### src/rtl/csr_access_ctrl_pkg.sv
// Shared types and helpers for the CSR access controller.
//   csr_op_e  : requested CSR operation (read, read-write, read-set, read-clear)
//   state_e   : access sequencer states
//   CSR_*     : well-known CSR addresses
//   csr_ro()  : true when an address falls in the read-only CSR space
package csr_access_ctrl_pkg;

    typedef enum logic [1:0] {
        CsrRd = 2'b00,
        CsrRw = 2'b01,
        CsrRs = 2'b10,
        CsrRc = 2'b11
    } csr_op_e;

    typedef enum logic [1:0] {
        StIdle  = 2'b00,
        StRead  = 2'b01,
        StWrite = 2'b10,
        StResp  = 2'b11
    } state_e;

    localparam logic [11:0] CSR_MSCRATCH = 12'h340;
    localparam logic [11:0] CSR_CYCLE    = 12'hC00;
    localparam logic [11:0] CSR_TIME     = 12'hC01;
    localparam logic [11:0] CSR_INSTRET  = 12'hC02;

    // Top two address bits set marks the read-only CSR space.
    function automatic logic csr_ro(input logic [11:0] addr);
        return addr[11:10] == 2'b11;
    endfunction

endpackage

### src/rtl/csr_access_ctrl_rr_arbiter2.sv
// Two-way round-robin arbiter.
//   clk, rst   : clock, asynchronous active-high reset
//   req_i      : request per requester (bit0 core, bit1 debug)
//   advance_i  : grant is being consumed this cycle; moves the priority pointer
//   gnt_o      : one-hot (or zero) combinational grant
module csr_access_ctrl_rr_arbiter2 (
    input  logic       clk,
    input  logic       rst,
    input  logic [1:0] req_i,
    input  logic       advance_i,
    output logic [1:0] gnt_o
);

    // Pointer names the requester that wins when both are requesting.
    logic ptr_q;

    always_comb begin
        gnt_o = req_i;
        if (req_i == 2'b11) begin
            gnt_o = ptr_q ? 2'b10 : 2'b01;
        end
    end

    always_ff @(posedge clk or posedge rst) begin
        if (rst) begin
            ptr_q <= 1'b0;
        end else if (advance_i && (gnt_o != 2'b00)) begin
            // Hand priority to the requester that was not just served.
            ptr_q <= gnt_o[0];
        end
    end

endmodule

### src/rtl/csr_access_ctrl.sv
// CSR read-modify-write sequencer shared by the core EX stage (0) and debug (1).
//   clk, rst        : clock, asynchronous active-high reset
//   req_valid_i     : request valid per requester
//   req_ready_o     : request accept per requester, one-hot or zero, only in idle
//   req_op_i        : csr_op_e per requester, {debug, core}
//   req_addr_i      : CSR address per requester, {debug, core}
//   req_wdata_i     : write/mask operand per requester, {debug, core}
//   resp_valid_o    : response valid, held until resp_ready_i
//   resp_ready_i    : response consumed
//   resp_id_o       : requester index of the response
//   resp_rdata_o    : CSR value before any write
//   resp_illegal_o  : write to a read-only CSR was attempted (and dropped)
//   csr_addr_o      : CSR file address
//   csr_rd_data_i   : CSR file combinational read data
//   csr_wr_en_o     : CSR file write strobe, single-cycle pulse
//   csr_wr_data_o   : CSR file write data
module csr_access_ctrl
    import csr_access_ctrl_pkg::*;
#(
    parameter int unsigned XLEN   = 32,
    parameter int unsigned ADDR_W = 12
) (
    input  logic                clk,
    input  logic                rst,
    input  logic [1:0]          req_valid_i,
    output logic [1:0]          req_ready_o,
    input  logic [3:0]          req_op_i,
    input  logic [2*ADDR_W-1:0] req_addr_i,
    input  logic [2*XLEN-1:0]   req_wdata_i,
    output logic                resp_valid_o,
    input  logic                resp_ready_i,
    output logic                resp_id_o,
    output logic [XLEN-1:0]     resp_rdata_o,
    output logic                resp_illegal_o,
    output logic [ADDR_W-1:0]   csr_addr_o,
    input  logic [XLEN-1:0]     csr_rd_data_i,
    output logic                csr_wr_en_o,
    output logic [XLEN-1:0]     csr_wr_data_o
);

    state_e          state_q;
    csr_op_e         op_q;
    logic [XLEN-1:0] wdata_q;

    logic [1:0]        gnt;
    logic              sel_idx;
    csr_op_e           sel_op;
    logic [ADDR_W-1:0] sel_addr;
    logic [XLEN-1:0]   sel_wdata;
    logic [XLEN-1:0]   new_val;
    logic              wr_needed;
    logic              illegal;

    csr_access_ctrl_rr_arbiter2 u_arb (
        .clk       (clk),
        .rst       (rst),
        .req_i     (req_valid_i),
        .advance_i (state_q == StIdle),
        .gnt_o     (gnt)
    );

    assign req_ready_o = (state_q == StIdle) ? gnt : 2'b00;

    // Operand mux for the granted requester.
    always_comb begin
        sel_idx   = gnt[1];
        sel_op    = csr_op_e'(sel_idx ? req_op_i[3:2] : req_op_i[1:0]);
        sel_addr  = sel_idx ? req_addr_i[ADDR_W +: ADDR_W] : req_addr_i[0 +: ADDR_W];
        sel_wdata = sel_idx ? req_wdata_i[XLEN +: XLEN] : req_wdata_i[0 +: XLEN];
    end

    // Read-modify-write ALU, evaluated in the read cycle against the live read data.
    always_comb begin
        new_val = csr_rd_data_i;
        unique case (op_q)
            CsrRw:   new_val = wdata_q;
            CsrRs:   new_val = csr_rd_data_i | wdata_q;
            CsrRc:   new_val = csr_rd_data_i & ~wdata_q;
            default: new_val = csr_rd_data_i;
        endcase
        // Set/clear with a zero mask has no side effect, so it never counts as a write.
        wr_needed = (op_q != CsrRd) && !(((op_q == CsrRs) || (op_q == CsrRc)) && (wdata_q == '0));
        illegal   = wr_needed && csr_ro(csr_addr_o);
    end

    always_ff @(posedge clk or posedge rst) begin
        if (rst) begin
            state_q        <= StIdle;
            op_q           <= CsrRd;
            wdata_q        <= '0;
            resp_valid_o   <= 1'b0;
            resp_id_o      <= 1'b0;
            resp_rdata_o   <= '0;
            resp_illegal_o <= 1'b0;
            csr_addr_o     <= '0;
            csr_wr_en_o    <= 1'b0;
            csr_wr_data_o  <= '0;
        end else begin
            unique case (state_q)
                StIdle: begin
                    if (req_valid_i != 2'b00) begin
                        op_q       <= sel_op;
                        csr_addr_o <= sel_addr;
                        wdata_q    <= sel_wdata;
                        resp_id_o  <= sel_idx;
                        state_q    <= StRead;
                    end
                end
                StRead: begin
                    resp_rdata_o   <= csr_rd_data_i;
                    resp_illegal_o <= illegal;
                    csr_wr_en_o    <= wr_needed && !illegal;
                    csr_wr_data_o  <= new_val;
                    state_q        <= StWrite;
                end
                StWrite: begin
                    csr_wr_en_o  <= 1'b0;
                    resp_valid_o <= 1'b1;
                    state_q      <= StResp;
                end
                StResp: begin
                    if (resp_ready_i) begin
                        resp_valid_o <= 1'b0;
                        state_q      <= StIdle;
                    end
                end
                default: state_q <= StIdle;
            endcase
        end
    end

endmodule

### config.mk
export PLATFORM = sky130hd
export DESIGN_NAME = csr_access_ctrl
export DESIGN_NICKNAME = d
export VERILOG_FILES = /design/src/rtl/csr_access_ctrl_pkg.sv /design/src/rtl/csr_access_ctrl_rr_arbiter2.sv /design/src/rtl/csr_access_ctrl.sv
export SDC_FILE = /design/constraint.sdc
export NUM_CORES = 1
export LEC_CHECK = 0
export CAP_MARGIN = 20
export CORE_ASPECT_RATIO = 1.1
export CORE_MARGIN = 2
export CORE_UTILIZATION = 40
export DETAILED_ROUTE_END_ITERATION = 10
export GPL_TIMING_DRIVEN = 0
export PLACE_DENSITY = 0.78
export REMOVE_ABC_BUFFERS = 1
export SYNTH_ARGS = -nofsm -noshare
export SYNTH_HDL_FRONTEND = slang
export SYNTH_HIERARCHICAL = 1
export SYNTH_SLANG_ARGS = --single-unit
### constraint.sdc
create_clock -name clk -period 3.2 [get_ports clk]
set_clock_uncertainty 0.05 [all_clocks]
set_input_delay 0.32 -clock clk [delete_from_list [all_inputs] [get_ports clk]]
set_output_delay 0.32 -clock clk [all_outputs]
set_load 0.05 [all_outputs]
# Yosys cells after proc, flatten, opt, wreduce, memory -nomap -nowiden
# Cells that the tools add are included.
# word_totals
in_bits	129
output_inout_bits	82
word_cells	55
reg_bits	117
# op_classes
bitwise_logic	3
n_reduce_logical	18
n_mux	13
n_eq_ne	10
# ops
cell	count
$pmux W32 S3	1
$and A32 B32 Y32	1
$logic_not A32 Y1	1
$mux W32	1
$not A32 Y32	1
$or A32 B32 Y32	1
$eq A2 B2 Y1 const B	6
$mux W12	1
$mux W2	6
$reduce_bool A2 Y1	5
$pmux W2 S4	1
$reduce_and A2 Y1	3
$logic_and A1 B1 Y1	5
$eq A2 B1 Y1 const B	2
$ne A2 B2 Y1 const B	2
$pmux W1 S2	2
$logic_not A1 Y1	2
$logic_not A2 Y1	1
$logic_or A1 B1 Y1	1
$mux W1	1

# Logic depth before layout (Yosys ltp)
# Gate-level depths: netlist of run 1.
# depth
word_depth	9
ltp_mapped	7

# By module
# The synthesis of run 1 kept the hierarchy.
# modules_own_cells
mod	cells_per_inst	area_per_inst_um2	n_inst
csr_access_ctrl	491	5535.3	1
csr_access_ctrl_rr_arbiter2	7	58.8	1

# Least setup slack after synthesis of run 1
# No wires, ideal clock.
# synth_path
kind	flip-flop to output port
start	register u_arb.ptr_q
end	output req_ready_o[1]
arrival_time_ps	1516
required_time_ps	2830
slack_ps	1314
n_path_buf	3
path_stages_with_launch	7
cell_sequence	dfrtp_1 > inv_1 > a21boi_1 > clkbuf_1 > buf_4 > buf_2 > and2_1
# synth_via
elab_chain_cells	3
# synth_lines
item	line_no	rtl
from (decl)	csr_access_ctrl_rr_arbiter2.sv:15	logic ptr_q;
from (signal assigned)	csr_access_ctrl_rr_arbiter2.sv:29	ptr_q <= gnt_o[0];
$mux W2	csr_access_ctrl_rr_arbiter2.sv:20	gnt_o = ptr_q ? 2'b10 : 2'b01;
$mux W2	csr_access_ctrl_rr_arbiter2.sv:19	if (req_i == 2'b11) begin
net gnt[1]	csr_access_ctrl.sv:45	logic [1:0] gnt;
$mux W2	csr_access_ctrl.sv:62	assign req_ready_o = (state_q == StIdle) ? gnt : 2'b00;
to (decl)	csr_access_ctrl.sv:26	output logic [1:0] req_ready_o,
# The timed path passes the listed nets, and every way through them passes these cells.

# Worst setup path in the final report of run 1
# layout_path
start	input req_valid_i[1]
end	output req_ready_o[1]
# layout_via
elab_chain_cells	3
# layout_lines
item	line_no	rtl
from (decl)	csr_access_ctrl.sv:25	input logic [1:0] req_valid_i,
$eq A2 B2 Y1	csr_access_ctrl_rr_arbiter2.sv:19	
$mux W2 (*)	csr_access_ctrl_rr_arbiter2.sv:19	
net gnt[1]	csr_access_ctrl.sv:45	
$mux W2 (*)	csr_access_ctrl.sv:62	
# The timed path passes the listed nets; every way through them passes the cells marked *.

==> results.yml, run 1 <==
yosys:
  avgSynthCellArea_sq_um: 11.2
  yosys.area.top_type: "dfrtp_1"
  ys_seq_elements: 117
  synth_top_area_frac: 0.523
  synth_seq_area_share: 0.523
  synth_warnings: 6
  synth_area_leaders: "dfrtp_1 52%, mux2_2 13%, mux2i_1 8.2%"
  ys_types: 32
  syn_area_sq_um: 5590
  synth_cells: 498
outcome:
  status: "completed"
worst_setup_path:
  crit_path_frequent_cell: "clkdlybuf4s50_1"
  worstPathCellList: "clkdlybuf4s50_1 > a21boi_4 > buf_12 > and2_1 > clkdlybuf4s50_1"
  r2r_end: "csr_wr_data_o[18]$_DFFE_PP0N_"
  startpoint: "req_valid_i[1]"
  cp.required_ps: 2830
  cp_slowest_stage_delay_ps: 800
  critPathLaunchType: "primary input"
  cp-end-kind: "output port"
  path_max_fanout: 20
  arrival_ps: 2560
  criticalPathCategory: "primary input to output port"
  worstReg2RegStart: "op_q[1]$_DFFE_PP0P_"
  ff2ff_path_depth: 4
  rrSetupSlack_ps: 720
  slowest_stage: "clkdlybuf4s50_1"
  crit_path_end: "req_ready_o[1]"
clock_tree:
  clk_pin_slew_ps: 50
  holdBufCountCts: 0
  cts_root_buf: "clkbuf_16"
  post_cts_buffers: 0
  insertion_delay_ps: 420
  clockBufferDepth: 2
  ctsResizeCount: 0
  numClockSinks: 117
  cts_made_buffers: 17
  htreeDepth: 4
  cts_tree: "yes"
global_route:
  grtUsageTotal: 0.211
  grt_pass1_wl_microns: 24200
  antenna_found_initial: 0
  grt_pass1_vias: 4914
  grt_max_degree: 67
  overflow: 0
floorplan:
  die_y_microns: 128
  coreArea_sq_um: 13700
  num_rows: 45
  ios: 211
  dieArea_sq_um: 14900
  initial_utilization: 0.407
  die_w_microns: 117
routing:
  first_iter_violations: 250
  vias: 4633
  routedWlPerCell_microns: 17.1
  routed_wl_microns: 15300
  dr.pass1.iters: 4
  drc: 0
  postRouteAntennaNets: 0
  vias_per_cell: 5.16
placement:
  dpl.cell_count: 867
  gp_congestion: 0.729
  pre_cts_ws_ps: 269
  place_hpwl_microns: 10700
  numPortBuffers: 210
layout:
  num_antenna_cells: 0
  finalNonFillerCells: 898
  drive_gt1_frac: 0.165
  final_common_cell: "clkdlybuf4s50_1"
  layout_common_cells: "210 x clkdlybuf4s50_1, 117 x dfrtp_1, 65 x mux2_2, 49 x nand2_1, 47 x o21ai_0"
  syn2layout_area_growth_pct: 52.2
  final_nets: 831
run:
  drv_cap: 0
timing:
  drv_slew: 0
  fin_crit_ps: 2930
  setup_violations: 0
  fin_crit_sh: 0.917
  maxSlewHeadroom: 0.362
  tightest_slew_ps: 957
  holdWs_ps: 124
  max_freq_mhz: 341
  rsz0062_at_grt: "false"
  hold_viol_final: 0
  fin_ws_ps: 266
power_and_ir_drop:
  p_leak_nw: 3.53
  power_mw: 10.3
  power.density_nw_per_um2: 1210
  ir_worst_vdd_mv: 0.559
worst_hold_path:
  hold_class: "primary input to async pin"
-- metal layers --
layer	global-route usage	vias up	part of all wire
met1	0.241	2271	0.40
met5	0	-	0
met3	0.0605	27	0.065
met2	0.369	158	0.52
li1	-	2177	-
met4	0.0865	0	0.020
-- cell usage after synthesis, drive strengths merged --
master,n
o21ai,48
a31oi,1
dfrtp,117
nor2b,1
a21boi,2
inv,8
nor4b,1
nor4,6
nor2,23
buf,22
o31ai,1
a211oi,20
nand2b,1
o22ai,3
xnor2,12
ha,4
nand4,1
nand3b,1
or2,1
nor3,1
a21oi,46
nand3,2
clkbuf,12
and2,3
nand2,49
o32a,1
mux2,65
mux2i,46
-- logic make-up after synthesis --
logic type / after synthesis / share of synthesized area
AO/OA/AOI/OAI: 122 / 0.129
flip-flops: 117 / 0.523
multiplexers: 111 / 0.213
AND/OR/NAND/NOR: 90 / 0.0684
buffers and inverters: 42 / 0.0380
XOR/XNOR: 12 / 0.0188
adder cells (fa/ha/maj): 4 / 0.00895
-- cell type report --
class                           count  area, sq um
Fill cell                        1125         5230
Timing Repair Buffer              215         2220
Clock buffer                       22          484
Clock inverter                      9          125
Tap cell                          188          235
Multi-Input combinational cell    339         2490
Sequential cell                   117         2930
Inverter                            8         35.0
-- through the flow --
stage | setup TNS [ps] | cell area, sq um | util
floorplan | -125950 | 5410 | -
global placement | -472450 | 7750 | 0.564
detailed placement | 0 | 7900 | 0.575
CTS | 0 | 8510 | 0.620
global route | 0 | 8510 | 0.620
finish | 0 | 8510 | 0.620
-- power by group --
group	internal, mW	switching, mW	total, mW
sequential	2.24	0.615	2.86
combinational	2.17	3.33	5.50
clock	1.30	0.662	1.96
-- critical path: cells and delay by family --
family,cells,cell delay (ps)
AO/OA/AOI/OAI,1,460
buffers and inverters,3,1640
AND/OR/NAND/NOR,1,150
-- flip-flops by register name, summed over array words and instances (netlist names) --
name,count
u_arb/ptr_q,1
wdata_q,32
resp_id_o,1
csr_wr_en_o,1
op_q,2
csr_addr_o,12
resp_valid_o,1
resp_rdata_o,32
resp_illegal_o,1
state_q,2
csr_wr_data_o,32
-- how the worst min path moves through the flow --
stage                                   start                   endpoint  slack, ps
floorplan                                 rst    u_arb/ptr_q$_DFFE_PP0P_         -1
global placement    csr_addr_o[6]$_DFFE_PP0P_  csr_addr_o[6]$_DFFE_PP0P_        410
detailed placement  csr_addr_o[4]$_DFFE_PP0P_  csr_addr_o[4]$_DFFE_PP0P_        430
CTS                                       rst    u_arb/ptr_q$_DFFE_PP0P_        110
global route                              rst    u_arb/ptr_q$_DFFE_PP0P_        120
finish                                    rst    u_arb/ptr_q$_DFFE_PP0P_        120
Note: power is estimated with default switching activity, not from simulation.
==> inputs of run 2 (changes only) <==
--- a/config.mk
+++ b/config.mk
@@ -9,6 +9,7 @@
 export CORE_ASPECT_RATIO = 1.1
 export CORE_MARGIN = 2
 export CORE_UTILIZATION = 40
+export CTS_CLUSTER_SIZE = 30
 export DETAILED_ROUTE_END_ITERATION = 10
 export GPL_TIMING_DRIVEN = 0
 export PLACE_DENSITY = 0.78
@@ -17,3 +18,4 @@
 export SYNTH_HDL_FRONTEND = slang
 export SYNTH_HIERARCHICAL = 1
 export SYNTH_SLANG_ARGS = --single-unit
+export TNS_END_PERCENT = 50
==> results of run 2 <==
Same layout as run 1: the final DEF is identical, and so are final timing and power.
==> inputs of run 3 (changes only) <==
--- a/config.mk
+++ b/config.mk
@@ -8,11 +8,11 @@
 export CAP_MARGIN = 20
 export CORE_ASPECT_RATIO = 1.1
 export CORE_MARGIN = 2
-export CORE_UTILIZATION = 40
+export CORE_UTILIZATION = 45
 export CTS_CLUSTER_SIZE = 30
 export DETAILED_ROUTE_END_ITERATION = 10
 export GPL_TIMING_DRIVEN = 0
-export PLACE_DENSITY = 0.78
+export PLACE_DENSITY = 0.82
 export REMOVE_ABC_BUFFERS = 1
 export SYNTH_ARGS = -nofsm -noshare
 export SYNTH_HDL_FRONTEND = slang
==> constraint.sdc (replaced) <==
create_clock -name clk -period 3.1 [get_ports clk]
set_clock_uncertainty 0.05 [all_clocks]
set_input_delay 0.31 -clock clk [delete_from_list [all_inputs] [get_ports clk]]
set_output_delay 0.31 -clock clk [all_outputs]
set_load 0.05 [all_outputs]
==> results.yml, run 3 (synthesized netlist as in run 1, its figures left out) <==
outcome:
  status: "completed"
layout:
  final_nets: 832
  top_regs: "csr_wr_data_o x32, resp_rdata_o x32, wdata_q x32"
  finalNonFillerCells: 866
  num_antenna_cells: 0
  syn2layout_area_growth_pct: 52.1
  final_common_cell: "clkdlybuf4s50_1"
  final_util: 0.704
  drive_gt1_frac: 0.166
  fill_cells: 885
  final_area_sq_um: 8510
  layout_common_cells: "210 x clkdlybuf4s50_1, 117 x dfrtp_1, 65 x mux2_2, 49 x nand2_1, 47 x o21ai_0"
timing:
  rsz0062_at_grt: "false"
  finalSetupTns_ps: 0
  tightest_slew_ps: 967
  max_freq_mhz: 369
  fin_crit_sh: 0.875
  setup_violations: 0
  drv_slew: 0
  hold_viol_final: 0
  fin_crit_ps: 2710
  maxSlewHeadroom: 0.355
clock_tree:
  post_cts_buffers: 0
  holdBufCountCts: 0
  numClockSinks: 117
  cts_made_buffers: 17
  clk_pin_slew_ps: 50
  cts_tree: "yes"
  ctsResizeCount: 0
  htreeDepth: 4
  clockBufferDepth: 2
  insertion_delay_ps: 410
  cts_root_buf: "clkbuf_16"
worst_setup_path:
  slowest_stage: "clkdlybuf4s50_1"
  critPathLaunchType: "primary input"
  worstPathCellList: "clkdlybuf4s50_1 > a21boi_4 > buf_16 > and2_1 > clkdlybuf4s50_1"
  criticalPathCategory: "primary input to output port"
  path_delay_family: "buffers and inverters"
  critical_path_buf_inv_count: 3
  crit_path_frequent_cell: "clkdlybuf4s50_1"
  cp-end-kind: "output port"
  arrival_ps: 2350
  path_max_fanout: 16
  cp.required_ps: 2740
  cp_slowest_stage_delay_ps: 790
power_and_ir_drop:
  power.density_nw_per_um2: 1270
  ir_worst_vdd_mv: 0.688
  p_leak_nw: 3.55
  power_mw: 10.8
global_route:
  overflow: 0
  grtUsageTotal: 0.241
  antenna_found_initial: 0
  grt_max_degree: 70
  grt_pass1_vias: 4988
  grt_pass1_wl_microns: 24300
routing:
  dr.pass1.iters: 4
  drc: 0
  first_iter_violations: 188
  routed_wl_microns: 15500
  vias: 4642
  postRouteAntennaNets: 0
  routedWlPerCell_microns: 17.9
  vias_per_cell: 5.36
floorplan:
  die_y_microns: 121
  num_rows: 42
  ios: 211
  dieArea_sq_um: 13300
  initial_utilization: 0.463
  die_w_microns: 110
  coreArea_sq_um: 12100
placement:
  dpl_cell_area_sq_um: 7870
  dpl.cell_count: 833
  place_hpwl_microns: 10900
  numPortBuffers: 210
  gp_congestion: 0.793
worst_hold_path:
  hold_class: "primary input to async pin"
run:
  drv_cap: 0
-- run 3: final timing paths --
| path | start | endpoint | slack (ps) | depth (start not counted) |
|---|---|---|---|---|
| max in group asynchronous | rst | resp_rdata_o[11]$_DFFE_PP0N_ | 1910 | 3 |
| hold / removal | rst | u_arb/ptr_q$_DFFE_PP0P_ | 80 | 2 |
| min in group clk | csr_addr_o[7]$_DFFE_PP0P_ | csr_addr_o[7]$_DFFE_PP0P_ | 430 | 2 |
| hold reg to reg | csr_addr_o[7]$_DFFE_PP0P_ | csr_addr_o[7]$_DFFE_PP0P_ | 430 | 2 |
| setup reg to reg | op_q[1]$_DFFE_PP0P_ | csr_wr_data_o[16]$_DFFE_PP0N_ | 570 | 4 |
| setup / recovery | req_valid_i[1] | req_ready_o[1] | 390 | 5 |
-- run 3: area by class of cell --
cell class,count,area [sq um],share of cell area
inverters,8,32.5,0.00382
clock inverters,9,148,0.0174
well taps,154,193,0.0226
multi-input cells,339,2490,0.292
clock buffers,23,488,0.0573
repair buffers,216,2230,0.262
flip-flops and latches,117,2930,0.344
-- run 3: metal layers --
layer  part of all wire  routed length, microns  up-vias  track usage
met1               0.38                    5890     2276        0.259
met5                  0                       0        -            0
met4              0.016                     248        0       0.0875
li1                   -                       -     2175            -
met3              0.071                    1100       20       0.0784
met2               0.53                    8290      171        0.434
-- run 3: where the power goes --
group	leakage (nW)	internal [mW]	total [mW]	switching [mW]
sequential	1.41	2.32	2.96	0.646
clock	0.313	1.42	2.10	0.672
combinational	1.83	2.24	5.71	3.47
-- run 3: per-stage QoR --
step / hold WS (ps) / worst slack, ps
floorplan: -11.3 / -2150
global placement: 413 / -4990
detailed placement: 420 / 77.1
CTS: 65.6 / 80.2
global route: 72.7 / 317
finish: 82.7 / 389
